File: src/rtl/mem_arb_pkg.sv
// Shared types and defaults for the instruction/data memory port arbiter.
package mem_arb_pkg;

    localparam int unsigned MEM_W_DEF      = 32;
    localparam int unsigned BE_W_DEF       = MEM_W_DEF / 8;
    localparam logic [31:0] SRAM_LIMIT_DEF = 32'h0000_2000;

    typedef enum logic [1:0] {
        ST_IDLE  = 2'd0,
        ST_ISSUE = 2'd1,
        ST_WAIT  = 2'd2,
        ST_RESP  = 2'd3
    } arb_state_e;

    typedef enum logic {
        PORT_IFETCH = 1'b0,
        PORT_DATA   = 1'b1
    } port_id_e;

    typedef struct packed {
        logic [31:0]          addr;
        logic                 we;
        logic [BE_W_DEF-1:0]  be;
        logic [MEM_W_DEF-1:0] wdata;
        port_id_e             port;
    } mem_req_t;

    // Only writes are fenced off above the SRAM window; reads go downstream.
    function automatic logic is_rejected(input logic we, input logic [31:0] addr,
                                         input logic [31:0] limit);
        return we && (addr >= limit);
    endfunction

endpackage

File: src/rtl/rr_arbiter2.sv
// Two-way round-robin arbiter; grant is combinational, rr_last updates on grant.
module rr_arbiter2
    import mem_arb_pkg::*;
(
    input  logic       clk,
    input  logic       rst,
    input  logic       req_ifetch,
    input  logic       req_data,
    input  logic       en,
    input  logic       update,
    output logic [1:0] gnt
);

    port_id_e rr_last;

    // gnt[0] = ifetch, gnt[1] = data
    always_comb begin
        gnt = 2'b00;
        if (en) begin
            if (req_ifetch && req_data) begin
                gnt = (rr_last == PORT_DATA) ? 2'b01 : 2'b10;
            end else if (req_ifetch) begin
                gnt = 2'b01;
            end else if (req_data) begin
                gnt = 2'b10;
            end
        end
    end

    always_ff @(posedge clk or negedge rst) begin
        if (!rst) begin
            rr_last <= PORT_DATA;
        end else if (update && (gnt != 2'b00)) begin
            rr_last <= gnt[1] ? PORT_DATA : PORT_IFETCH;
        end
    end

endmodule

File: src/rtl/mem_port_arbiter.sv
// Merges the ifetch and data ports onto the single-outstanding storage_controller interface.
//
//   state    | meaning
//   ---------+---------------------------------------------------------------
//   ST_IDLE  | no transaction; arbitrate and grant combinationally
//   ST_ISSUE | one-cycle memory_access pulse (suppressed for rejected writes)
//   ST_WAIT  | wait for out_valid (read) or WR_LAT cycles (write), with timeout
//   ST_RESP  | one-cycle rvalid to the owning port with registered rdata/err
module mem_port_arbiter
    import mem_arb_pkg::*;
#(
    parameter int unsigned MEM_W      = MEM_W_DEF,
    parameter logic [31:0] SRAM_LIMIT = SRAM_LIMIT_DEF,
    parameter int unsigned WR_LAT     = 2,
    parameter int unsigned TIMEOUT    = 1024
) (
    input  logic               clk,
    input  logic               rst,
    input  logic               prog_mode,
    input  logic               ifetch_req,
    input  logic [31:0]        ifetch_addr,
    output logic               ifetch_gnt,
    output logic               ifetch_rvalid,
    output logic [MEM_W-1:0]   ifetch_rdata,
    output logic               ifetch_err,
    input  logic               data_req,
    input  logic               data_we,
    input  logic [MEM_W/8-1:0] data_be,
    input  logic [31:0]        data_addr,
    input  logic [MEM_W-1:0]   data_wdata,
    output logic               data_gnt,
    output logic               data_rvalid,
    output logic [MEM_W-1:0]   data_rdata,
    output logic               data_err,
    output logic               memory_access,
    output logic               memory_is_writing,
    output logic [31:0]        addr,
    output logic [MEM_W-1:0]   d_in,
    output logic [MEM_W/8-1:0] mem_be,
    input  logic [MEM_W-1:0]   d_out,
    input  logic               out_valid
);

    localparam int unsigned CNT_W = $clog2(TIMEOUT) + 1;
    localparam logic [CNT_W-1:0] CNT_TO = CNT_W'(TIMEOUT - 1);
    localparam logic [CNT_W-1:0] CNT_WR = CNT_W'(WR_LAT);

    arb_state_e       state;
    arb_state_e       state_nxt;
    mem_req_t         req_q;
    mem_req_t         req_new;
    logic             rej_q;
    logic             run_q;
    logic [CNT_W-1:0] cnt;
    logic [MEM_W-1:0] rdata_q;
    logic             err_q;
    logic             arb_en;
    logic [1:0]       arb_gnt;
    logic             grant_any;
    logic             resp_ifetch;
    logic             resp_data;

    // run_q drops asynchronously with reset so no grant can leak out while rst is low.
    assign arb_en    = run_q && (state == ST_IDLE) && !prog_mode;
    assign grant_any = |arb_gnt;

    rr_arbiter2 u_rr (
        .clk        (clk),
        .rst        (rst),
        .req_ifetch (ifetch_req),
        .req_data   (data_req),
        .en         (arb_en),
        .update     (arb_en),
        .gnt        (arb_gnt)
    );

    assign ifetch_gnt = arb_gnt[0];
    assign data_gnt   = arb_gnt[1];

    always_comb begin
        req_new = '0;
        if (arb_gnt[1]) begin
            req_new.addr  = data_addr;
            req_new.we    = data_we;
            req_new.be    = data_be;
            req_new.wdata = data_wdata;
            req_new.port  = PORT_DATA;
        end else begin
            req_new.addr  = ifetch_addr;
            req_new.we    = 1'b0;
            req_new.be    = '1;
            req_new.wdata = '0;
            req_new.port  = PORT_IFETCH;
        end
    end

    always_comb begin
        state_nxt = state;
        case (state)
            ST_IDLE: begin
                if (grant_any) begin
                    state_nxt = ST_ISSUE;
                end
            end
            ST_ISSUE: begin
                state_nxt = rej_q ? ST_RESP : ST_WAIT;
            end
            ST_WAIT: begin
                if (!req_q.we) begin
                    if (out_valid || (cnt == CNT_TO)) begin
                        state_nxt = ST_RESP;
                    end
                end else if (cnt == CNT_WR) begin
                    state_nxt = ST_RESP;
                end
            end
            ST_RESP: begin
                state_nxt = ST_IDLE;
            end
            default: begin
                state_nxt = ST_IDLE;
            end
        endcase
    end

    always_ff @(posedge clk or negedge rst) begin
        if (!rst) begin
            state <= ST_IDLE;
            run_q <= 1'b0;
        end else begin
            state <= state_nxt;
            run_q <= 1'b1;
        end
    end

    always_ff @(posedge clk or negedge rst) begin
        if (!rst) begin
            req_q   <= '0;
            rej_q   <= 1'b0;
            cnt     <= '0;
            rdata_q <= '0;
            err_q   <= 1'b0;
        end else begin
            if (grant_any) begin
                req_q <= req_new;
                rej_q <= is_rejected(req_new.we, req_new.addr, SRAM_LIMIT);
            end
            if (state == ST_ISSUE) begin
                cnt <= '0;
            end else if (state == ST_WAIT) begin
                cnt <= cnt + CNT_W'(1);
            end
            // Response payload is resolved on the cycle that enters RESP.
            if (state_nxt == ST_RESP) begin
                rdata_q <= '0;
                err_q   <= 1'b0;
                if (state == ST_ISSUE) begin
                    err_q <= 1'b1;
                end else if (!req_q.we) begin
                    if (out_valid) begin
                        rdata_q <= d_out;
                    end else begin
                        err_q <= 1'b1;
                    end
                end
            end
        end
    end

    assign memory_access     = (state == ST_ISSUE) && !rej_q;
    assign memory_is_writing = req_q.we && !rej_q;
    assign addr              = req_q.addr;
    assign d_in              = req_q.wdata;
    assign mem_be            = req_q.be;

    assign resp_ifetch = (state == ST_RESP) && (req_q.port == PORT_IFETCH);
    assign resp_data   = (state == ST_RESP) && (req_q.port == PORT_DATA);

    assign ifetch_rvalid = resp_ifetch;
    assign ifetch_rdata  = resp_ifetch ? rdata_q : '0;
    assign ifetch_err    = resp_ifetch && err_q;
    assign data_rvalid   = resp_data;
    assign data_rdata    = resp_data ? rdata_q : '0;
    assign data_err      = resp_data && err_q;

endmodule

File: config.mk
export PLATFORM = sky130hd
export DESIGN_NAME = mem_port_arbiter
export DESIGN_NICKNAME = d
export VERILOG_FILES = /design/src/rtl/mem_arb_pkg.sv /design/src/rtl/rr_arbiter2.sv /design/src/rtl/mem_port_arbiter.sv
export SDC_FILE = /design/constraint.sdc
export NUM_CORES = 1
export LEC_CHECK = 0
export ABC_CLOCK_PERIOD_IN_PS = 5300
export BUFFER_PORTS_ARGS = -buffer_cell sky130_fd_sc_hd__buf_4
export CORE_AREA = 5 5 115 117
export CTS_CLUSTER_DIAMETER = 100
export DETAILED_ROUTE_END_ITERATION = 6
export DIE_AREA = 0 0 120 122
export PLACE_DENSITY = 0.89
export SETUP_SLACK_MARGIN = 0.02
export SYNTH_ARGS = -nofsm -noshare
export SYNTH_HDL_FRONTEND = slang
export SYNTH_SLANG_ARGS = --single-unit
File: constraint.sdc
create_clock -name clk -period 5.3 [get_ports clk]
set_input_delay 0.265 -clock clk [delete_from_list [all_inputs] [get_ports clk]]
set_output_delay 0.265 -clock clk [all_outputs]
set_load 0.02 [all_outputs]
==> flow_summary_export.csv, run 1 <==
group,metric,value,unit
worst_setup_path,cp.arrival,3.13,ns
route,vias,5180,
cts,root_buffer,"clkbuf_16",
worst_setup_path,cp.required,5.04,ns
die,dieArea,14600,um2
final_layout,syn_to_final_growth,37.9,%
place,place_ws,2.37,ns
synth,netlist_instances,601,
timing,post-route-period-util,64.1,%
cts,cts_hold_buf,1,
place,dpl.hpwl,12100,um
global_routing,antenna_found_initial,0,
timing,fin_setup_tns,0,ns
die,die-width,120,um
synth,yosys_register_bits,119,
synth,synth_area_leaders,"dfrtp_1 49%, a22o_1 9.7%, buf_4 8.5%",
synth,yosysUniqueCellTypes,45,
route,drtIter0Drc,438,
die,core_area,12300,um2
worst_setup_path,critPathKind,"reg2out",
global_routing,grt_pass1_wl,26300,um
route,dr.pass1.iters,5,
synth,ys_warn_count,0,
final_layout,fin_nets,945,
pwr,powerDensity,566,nW/um2
global_routing,grt.busiest_layer,"met2",
final_layout,drive_gt1_share,40.5,%
synth,synth_nets,746,
route,viasPerCell,5.38,
worst_setup_path,worst-path-max-fanout,39,
timing,finalHoldViolCount,0,
synth,ys.flop_type,"dfrtp_1",
global_routing,grt_use_total,22.7,%
route,ant_nets,0,
synth,synth.most_common_cell,"dfrtp_1",
pwr,p_leak,0.00424,uW
timing,finalMaxSlewViolations,0,
synth,synth_common_cells,"118 x dfrtp_1, 81 x nand2_1, 68 x buf_4, 66 x a22o_1, 41 x nor2_1",
synth,synth_edf_count,0,
worst_setup_path,end_kind,"output port",
timing,min_period,3.40,ns
place,place_inst,930,
cts,max-clock-path-buffers,2,
run_status,status,"complete, no violations",
place,gp_congestion,0.888,
synth,synth_async_sr_flop_share,100,%
route,drc,0,
run,drv_cap,0,
timing,setup_violations,0,
cts,postCtsSetupRepairBufs,0,
global_routing,grt_pass1_vias,5086,
global_routing,met1_usage,28.5,%
pwr,vdd_drop_max,0.298,mV
timing,fmax,0.294,GHz
final_layout,instances_no_fill,963,
cts,clock-sinks,119,
final_layout,antennaDiodeCount,0,
synth,synth_top_area_share,49.3,%
global_routing,grt_max_degree,69,
synth,ys_seq_area_share,49.8,%
timing,finClkSkew,0.00866,ns
timing,rsz0062_at_grt,"false",
cts,cts-buffers-inserted,17,
synth,synth_area,5990,um2
global_routing,grt_util_met3,8.08,%
timing,slew_headroom,22.0,%
cts,cts-resized-gates,0,
synth,avgSynthCellArea,9.96,um2
die,start_util,48.8,%
global_routing,grt_overflow,0,
die,rows,41,
cts,insertion_delay,0.41,ns
cts,htreeDepth,4,
synth,yosysTopAreaCell,"dfrtp_1",
timing,worstMarginPinSlew,1.17,ns
place,io_buffers,278,
timing,timing.final.ws_setup,1.90,ns
worst_setup_path,crit_path_start_kind,"flip-flop",
die,die_h,122,um
die,ios,279,
cts,clk_pin_slew,0.06,ns
route,wl_per_cell,17.6,um
cts,cts_tree,"done",
route,finalWirelength,16900,um
hold_path,min_path_type,"in2reg",
global_routing,met2_usage,37.1,%
==> sequential cells by signal (all words and copies together), names as in the netlist, 2 cells and up <==
name / flops
addr: 32
cnt: 11
d_in: 32
mem_be: 4
rdata_q: 32
req_q: 2
state: 2
==> final timing paths <==
check / start / slack [ns] / end / depth (start not counted)
setup / recovery: state[0]$_DFF_PN0_ / 1.90 / data_gnt / 9
hold / removal: data_wdata[23] / 0.07 / d_in[23]$_DFFE_PN0P_ / 2
setup reg to reg: state[1]$_DFF_PN0_ / 2.36 / err_q$_DFFE_PN0N_ / 7
hold reg to reg: u_rr.rr_last$_DFFE_PN1P_ / 0.50 / u_rr.rr_last$_DFFE_PN1P_ / 2
max in group asynchronous: rst / 3.56 / run_q$_DFF_PN0_ / 3
min in group asynchronous: rst / 0.49 / d_in[4]$_DFFE_PN0P_ / 2
==> stage by stage <==
step	hold slack [ns]	power [uW]	util, %	instance area [um2]
final	0.0671	4680	67.3	8260
after global routing	0.0516	4940	67.3	8260
after CTS	0.0559	4710	67.3	8260
after detailed placement	0.399	3440	62.0	7600
after global placement	0.389	3390	62.0	7600
after floorplan	-0.0306	3050	-	5990
==> routing by layer <==
| metal | up-vias | wire [um] |
|---|---|---|
| li1 | 2437 | - |
| met1 | 2470 | 6740 |
| met2 | 251 | 8360 |
| met3 | 22 | 1540 |
| met4 | 0 | 281 |
| met5 | - | 0 |
==> cells by family (layout without fill, tap and decap cells) <==
| logic type | Yosys count | in the layout | share of synthesized area, % |
|---|---|---|---|
| flip-flops | 119 | 119 | 49.8 |
| buffers and inverters | 117 | 329 | 12.9 |
| adder cells (fa/ha/maj) | 6 | 6 | 1.25 |
| multiplexers | 2 | 2 | 0.355 |
| other | 1 | 1 | 0.0626 |
| AND/OR/NAND/NOR | 221 | 221 | 18.7 |
| AO/OA/AOI/OAI | 135 | 135 | 17.0 |
==> critical path: stages, from the launching register on <==
cell and delay, ns:
dfrtp_1 0.42, inv_1 0.13, ha_1 0.28, and3b_1 0.24, nand2_1 0.08, a21o_1 0.16, buf_4 0.25, inv_2 0.52
buf_4 0.41, buf_4 0.20
==> power breakdown <==
group          switching, uW  internal [uW]
sequential               280           1310
clock                    423            817
combinational           1020            828
==> placed cells by master (no fill, tap or decap), types with 2 or more instances in the layout <==
cell type | synthesis | routed
a22o_1 | 66 | 66
inv_6 | 0 | 2
nor4_4 | 2 | 2
nor2_1 | 41 | 40
nor2b_1 | 4 | 4
and3_1 | 35 | 35
nor4_1 | 5 | 5
inv_2 | 2 | 2
o31ai_1 | 2 | 2
clkbuf_16 | 0 | 17
a21oi_1 | 4 | 4
bufinv_16 | 0 | 4
nand4_1 | 4 | 4
nand2_1 | 81 | 81
nor3_1 | 5 | 5
o21ai_0 | 16 | 16
nand2b_1 | 2 | 2
clkinv_4 | 0 | 5
clkbuf_8 | 0 | 2
o22a_1 | 4 | 4
a31oi_1 | 35 | 35
and2_1 | 34 | 34
ha_1 | 6 | 6
inv_1 | 8 | 8
dfrtp_1 | 118 | 118
buf_4 | 68 | 286
==> area by class of cell <==
cell class                      instances  area, um2
Fill cell                             950       4000
Sequential cell                       119       2980
Multi-Input combinational cell        365       2250
Timing Repair Buffer                  287       2160
Clock buffer                           19        453
Clock inverter                         13        194
Tap cell                              150        188
Inverter                               10       37.5
(Power assumes the default switching activity.)
==> inputs of run 2 (changes only) <==
ABC_CLOCK_PERIOD_IN_PS = 3500   (was 5300)
CORE_AREA = 5 5 119 121   (was 5 5 115 117)
DIE_AREA = 0 0 124 126   (was 0 0 120 122)
PLACE_DENSITY = 0.84   (was 0.89)
clock period = 3.5 ns   (was 5.3 ns; I/O delays follow)
==> flow_summary_export.csv, run 2 (synthesized netlist as in run 1, its figures left out) <==
group,metric,value,unit
die,start_util,46.1,%
timing,min_period,2.66,ns
worst_setup_path,end_kind,"output port",
hold_path,min_path_type,"in2reg",
pwr,powerDensity,796,nW/um2
pwr,power,7130,uW
global_routing,grt_use_total,24.4,%
worst_setup_path,crit_path_start_kind,"flip-flop",
cts,cts-resized-gates,0,
place,dpl.hpwl,12700,um
worst_setup_path,critPathKind,"reg2out",
worst_setup_path,path_cells,"inv_1 > ha_1 > and3b_1 > nand2_1 > a21o_1 > inv_2 > buf_4",
route,ant_nets,0,
final_layout,final_cell_mix,"285 x buf_4, 118 x dfrtp_1, 81 x nand2_1",
timing,rsz0062_at_grt,"false",
route,drc,0,
cts,clk_pin_slew,0.06,ns
run_status,status,"complete, no violations",
worst_setup_path,cp_slowest_stage_delay,0.45,ns
route,viasPerCell,5.26,
pwr,vdd_drop_max,0.514,mV
final_layout,antennaDiodeCount,0,
pwr,p_leak,0.00450,uW
final_layout,syn_to_final_growth,49.6,%
timing,setup_violations,0,
die,die-width,124,um
die,core_area,13000,um2
global_routing,grt_overflow,0,
die,die_h,126,um
timing,slew_headroom,37.7,%
worst_setup_path,worst-path-max-fanout,33,
cts,insertion_delay,0.41,ns
route,wl_per_cell,18.2,um
place,io_buffers,278,
cts,max-clock-path-buffers,2,
die,ios,279,
route,vias,5561,
route,finalWirelength,19300,um
cts,root_buffer,"clkbuf_16",
place,gp_congestion,0.851,
cts,cts-buffers-inserted,17,
cts,clock-sinks,119,
place,placed_cell_area,7660,um2
route,dr.pass1.iters,5,
global_routing,grt_pass1_vias,5812,
timing,finalHoldViolCount,0,
timing,post-route-period-util,75.9,%
cts,htreeDepth,4,
timing,fin_setup_tns,0,ns
timing,worstMarginPinSlew,0.935,ns
cts,cts_tree,"done",
worst_setup_path,cp.arrival,2.48,ns
cts,postCtsSetupRepairBufs,0,
timing,finClkSkew,0.00654,ns
place,place_inst,957,
final_layout,final_area,8950,um2
die,rows,42,
worst_setup_path,cp.required,3.32,ns
final_layout,drive_gt1_share,37.2,%
final_layout,instances_no_fill,1058,
timing,fmax,0.376,GHz
global_routing,grt_pass1_wl,29900,um
final_layout,fin_nets,1014,
run,drv_cap,0,
die,dieArea,15600,um2
final_layout,layout_commonest_cell,"buf_4",
worst_setup_path,slowest_stage,"inv_2",
global_routing,grt_max_degree,63,
timing,finalMaxSlewViolations,0,
route,drtIter0Drc,321,
global_routing,antenna_found_initial,0,
-- run 2: report_power, final --
| group | total (uW) | switching [uW] | internal, uW | leakage (uW) |
|---|---|---|---|---|
| sequential | 2470 | 489 | 1980 | 0.00148 |
| combinational | 2890 | 1580 | 1310 | 0.00274 |
| clock | 1760 | 629 | 1130 | 0.000282 |
| total | 7130 | 2700 | 4430 | 0.00450 |
-- run 2: layout make-up --
class	instances	area [um2]
fill	896	4030
sequential	119	2980
timing repair buffer	356	2870
multi-input combinational	365	2250
clock buffer	20	447
tap	176	220
clock inverter	12	153
inverter	10	37.5
-- run 2: per-stage QoR --
step	hold slack (ns)	setup WS, ns	util [%]
after detailed placement	0.309	1.05	59.1
after floorplan	-0.121	1.48	-
after CTS	0.00166	0.843	69.0
after global routing	0.0103	0.723	69.0
after global placement	0.303	1.15	59.1
final	0.0171	0.842	69.0
-- run 2: path summary, 6_finish.rpt --
path	from	endpoint	slack, ns	cells after the start
setup reg to reg	state[0]$_DFF_PN0_	addr[3]$_DFFE_PN0P_	0.99	9
max in group asynchronous	rst	u_rr.rr_last$_DFFE_PN1P_	2.25	3
setup / recovery	state[0]$_DFF_PN0_	data_gnt	0.84	7
min in group asynchronous	rst	d_in[8]$_DFFE_PN0P_	0.38	2
hold reg to reg	u_rr.rr_last$_DFFE_PN1P_	u_rr.rr_last$_DFFE_PN1P_	0.51	2
hold / removal	d_out[19]	rdata_q[19]$_DFFE_PN0N_	0.02	2
-- run 2: layer usage --
layer  vias up  global-route usage, %  wire [um]
li1       2581                      -          -
met1      2646                   29.1       7390
met2       291                   39.8       9330
met3        43                   7.89       1950
met4         0                   11.0        589
met5         -                      0          0
-- run 2: critical path, delay by kind of cell (launching register included) --
family	cells	cell delay, ns
compound gates	1	0.19
buf+inv	3	0.83
fa+ha+maj	1	0.28
flops	1	0.43
simple gates	2	0.33
-- run 2: timing repair --
action / 4_1_cts / 5_1_grt
hold endpoints to repair: 129 / 0
endpoints found under the setup margin: 0 / 0
hold buffers: 69 / 0
==> inputs of run 3 (changes only) <==
ABC_CLOCK_PERIOD_IN_PS = 2600   (was 3500)
clock period = 2.6 ns   (was 3.5 ns; I/O delays follow)
==> flow_summary_export.csv, run 3 (synthesized netlist as in run 1, its figures left out) <==
group,metric,value,unit
worst_setup_path,cp_slowest_stage_delay,0.57,ns
pwr,internal_power,6330,uW
worst_setup_path,worst-path-max-fanout,29,
final_layout,layout_commonest_cell,"buf_4",
pwr,p_seq_share,32.7,%
pwr,p_switching,3740,uW
hold_path,min_path_type,"in2reg",
cts,cts-buffers-inserted,17,
cts,root_buffer,"clkbuf_16",
global_routing,antenna_found_initial,2,
route,wl_per_cell,18.7,um
final_layout,final_cell_mix,"286 x buf_4, 125 x dlygate4sd3_1, 118 x dfrtp_1",
pwr,switching_share,37.1,%
route,drtIter0Drc,341,
worst_setup_path,cp.arrival,2.74,ns
worst_setup_path,cp_num_buf_inv,3,
place,dpl.hpwl,12500,um
cts,clk_pin_slew,0.06,ns
global_routing,grt_pass1_wl,32000,um
timing,fin_setup_tns,0,ns
timing,min_period,2.40,ns
die,die_h,126,um
run,drv_cap,0,
route,dr.pass1.iters,6,
worst_setup_path,end_kind,"flip-flop",
timing,worstMarginPinSlew,0.791,ns
worst_setup_path,crit_path_start_kind,"flip-flop",
global_routing,grt_max_degree,69,
timing,fmax,0.417,GHz
timing,finClkSkew,0.00891,ns
worst_setup_path,cp_common_cell,"nand2_1",
die,dieArea,15600,um2
timing,finalMaxSlewViolations,0,
worst_setup_path,crit_family,"buffers and inverters",
run_status,status,"complete, no violations",
route,viasPerCell,5.30,
pwr,p_comb_share,43.9,%
worst_setup_path,slowest_stage,"dlygate4sd3_1",
final_layout,drive_gt1_share,35.5,%
die,die-width,124,um
route,finalWirelength,21000,um
final_layout,fin_nets,1076,
timing,slew_headroom,47.2,%
worst_setup_path,path_cells,"inv_2 > ha_4 > and3b_2 > nand2_1 > a21o_1 > buf_6 > nand2_1 > a31oi_1 > dlygate4sd3_1",
pwr,power,10100,uW
timing,post-route-period-util,92.3,%
worst_setup_path,critPathKind,"reg2reg",
timing,rsz0062_at_grt,"false",
die,start_util,46.1,%
place,place_inst,961,
die,ios,279,
die,core_area,13000,um2
cts,htreeDepth,4,
die,rows,42,
pwr,p_leak,0.00477,uW
route,ant_nets,0,
final_layout,fillerInstances,811,
timing,finalHoldViolCount,0,
pwr,p_clk_share,23.4,%
pwr,vdd_drop_max,0.624,mV
worst_setup_path,cp.required,2.94,ns
final_layout,syn_to_final_growth,60.8,%
cts,max-clock-path-buffers,2,
place,gp_congestion,0.855,
route,drc,0,
cts,clock-sinks,119,
global_routing,grt_pass1_vias,6281,
final_layout,instances_no_fill,1121,
cts,postCtsSetupRepairBufs,0,
place,io_buffers,278,
timing,setup_violations,0,
global_routing,grt_use_total,25.9,%
route,vias,5944,
cts,insertion_delay,0.40,ns
global_routing,grt_overflow,0,
cts,cts_tree,"done",
pwr,powerDensity,1050,nW/um2
run 3: cell types whose count changed in the layout (fill, tap and decap cells not counted), sizes merged:
| cell | previous run | this run |
|---|---|---|
| buf | 287 | 291 |
| clkbuf | 20 | 24 |
| clkinv | 5 | 4 |
| clkinvlp | 4 | 2 |
| diode | 0 | 2 |
| dlygate4sd3 | 69 | 125 |
run 3: layer usage:
layer	share of wire [%]	vias to the layer above	GRT usage, %
li1	-	2700	-
met1	38	2867	30.4
met2	49	324	43.8
met3	9.5	53	7.17
met4	3.3	0	11.8
met5	0	-	0
run 3: final timing paths:
path                                           from                        to  slack, ns  cells past startpoint
min in group asynchronous                       rst       d_in[0]$_DFFE_PN0P_       0.37                      2
hold reg to reg            u_rr.rr_last$_DFFE_PN1P_  u_rr.rr_last$_DFFE_PN1P_       0.51                      2
setup / recovery                 state[0]$_DFF_PN0_       addr[8]$_DFFE_PN0P_       0.20                      9
hold / removal                             data_req  u_rr.rr_last$_DFFE_PN1P_       0.02                      3
max in group asynchronous                       rst      addr[19]$_DFFE_PN0P_       1.43                      3
setup reg to reg                 state[0]$_DFF_PN0_       addr[8]$_DFFE_PN0P_       0.20                      9
run 3: final cells by class:
type	count	area (um2)	share of cell area (%)
diodes	2	5.00	0.0520
flip-flops and latches	119	2980	30.9
clock buffers	22	464	4.82
repair buffers	418	3530	36.7
well taps	176	220	2.29
multi-input cells	365	2260	23.5
inverters	10	40.0	0.416
clock inverters	9	125	1.30
run 3: repair_timing:
item	4_1_cts	5_1_grt
setup endpoints to repair	0	24
gates resized for setup	0	7
endpoints found under the hold margin	158	0
hold buffers	125	0
run 3: power groups by stage:
stage               registers (uW)  logic (uW)  clock network [uW]
finish                        3290        4420                2350
global route                  3380        4720                2470
CTS                           3230        4260                2390
detailed placement            3230        3860                   0
global placement              3220        3760                   0
floorplan                     3050        3170                   0
run 3: through the flow:
| step | hold slack (ns) | util [%] | setup WS [ns] | cell area, um2 |
|---|---|---|---|---|
| after floorplan | -0.166 | - | 0.577 | 5990 |
| after global placement | 0.252 | 59.4 | 0.416 | 7710 |
| after detailed placement | 0.260 | 59.4 | 0.316 | 7710 |
| after CTS | 0.00223 | 73.6 | 0.0544 | 9550 |
| after global routing | 0.0218 | 74.2 | 0.0359 | 9630 |
| final | 0.0194 | 74.2 | 0.201 | 9630 |
run 3: worst reg2reg max path, delay by kind of cell, from the launching register on:
| kind | cells | cell delay [ns] |
|---|---|---|
| AOI/OAI and AO/OA | 2 | 0.38 |
| adders and majority gates | 1 | 0.19 |
| buffers and inverters | 3 | 0.93 |
| DFF | 1 | 0.41 |
| and+or+nand+nor | 3 | 0.43 |
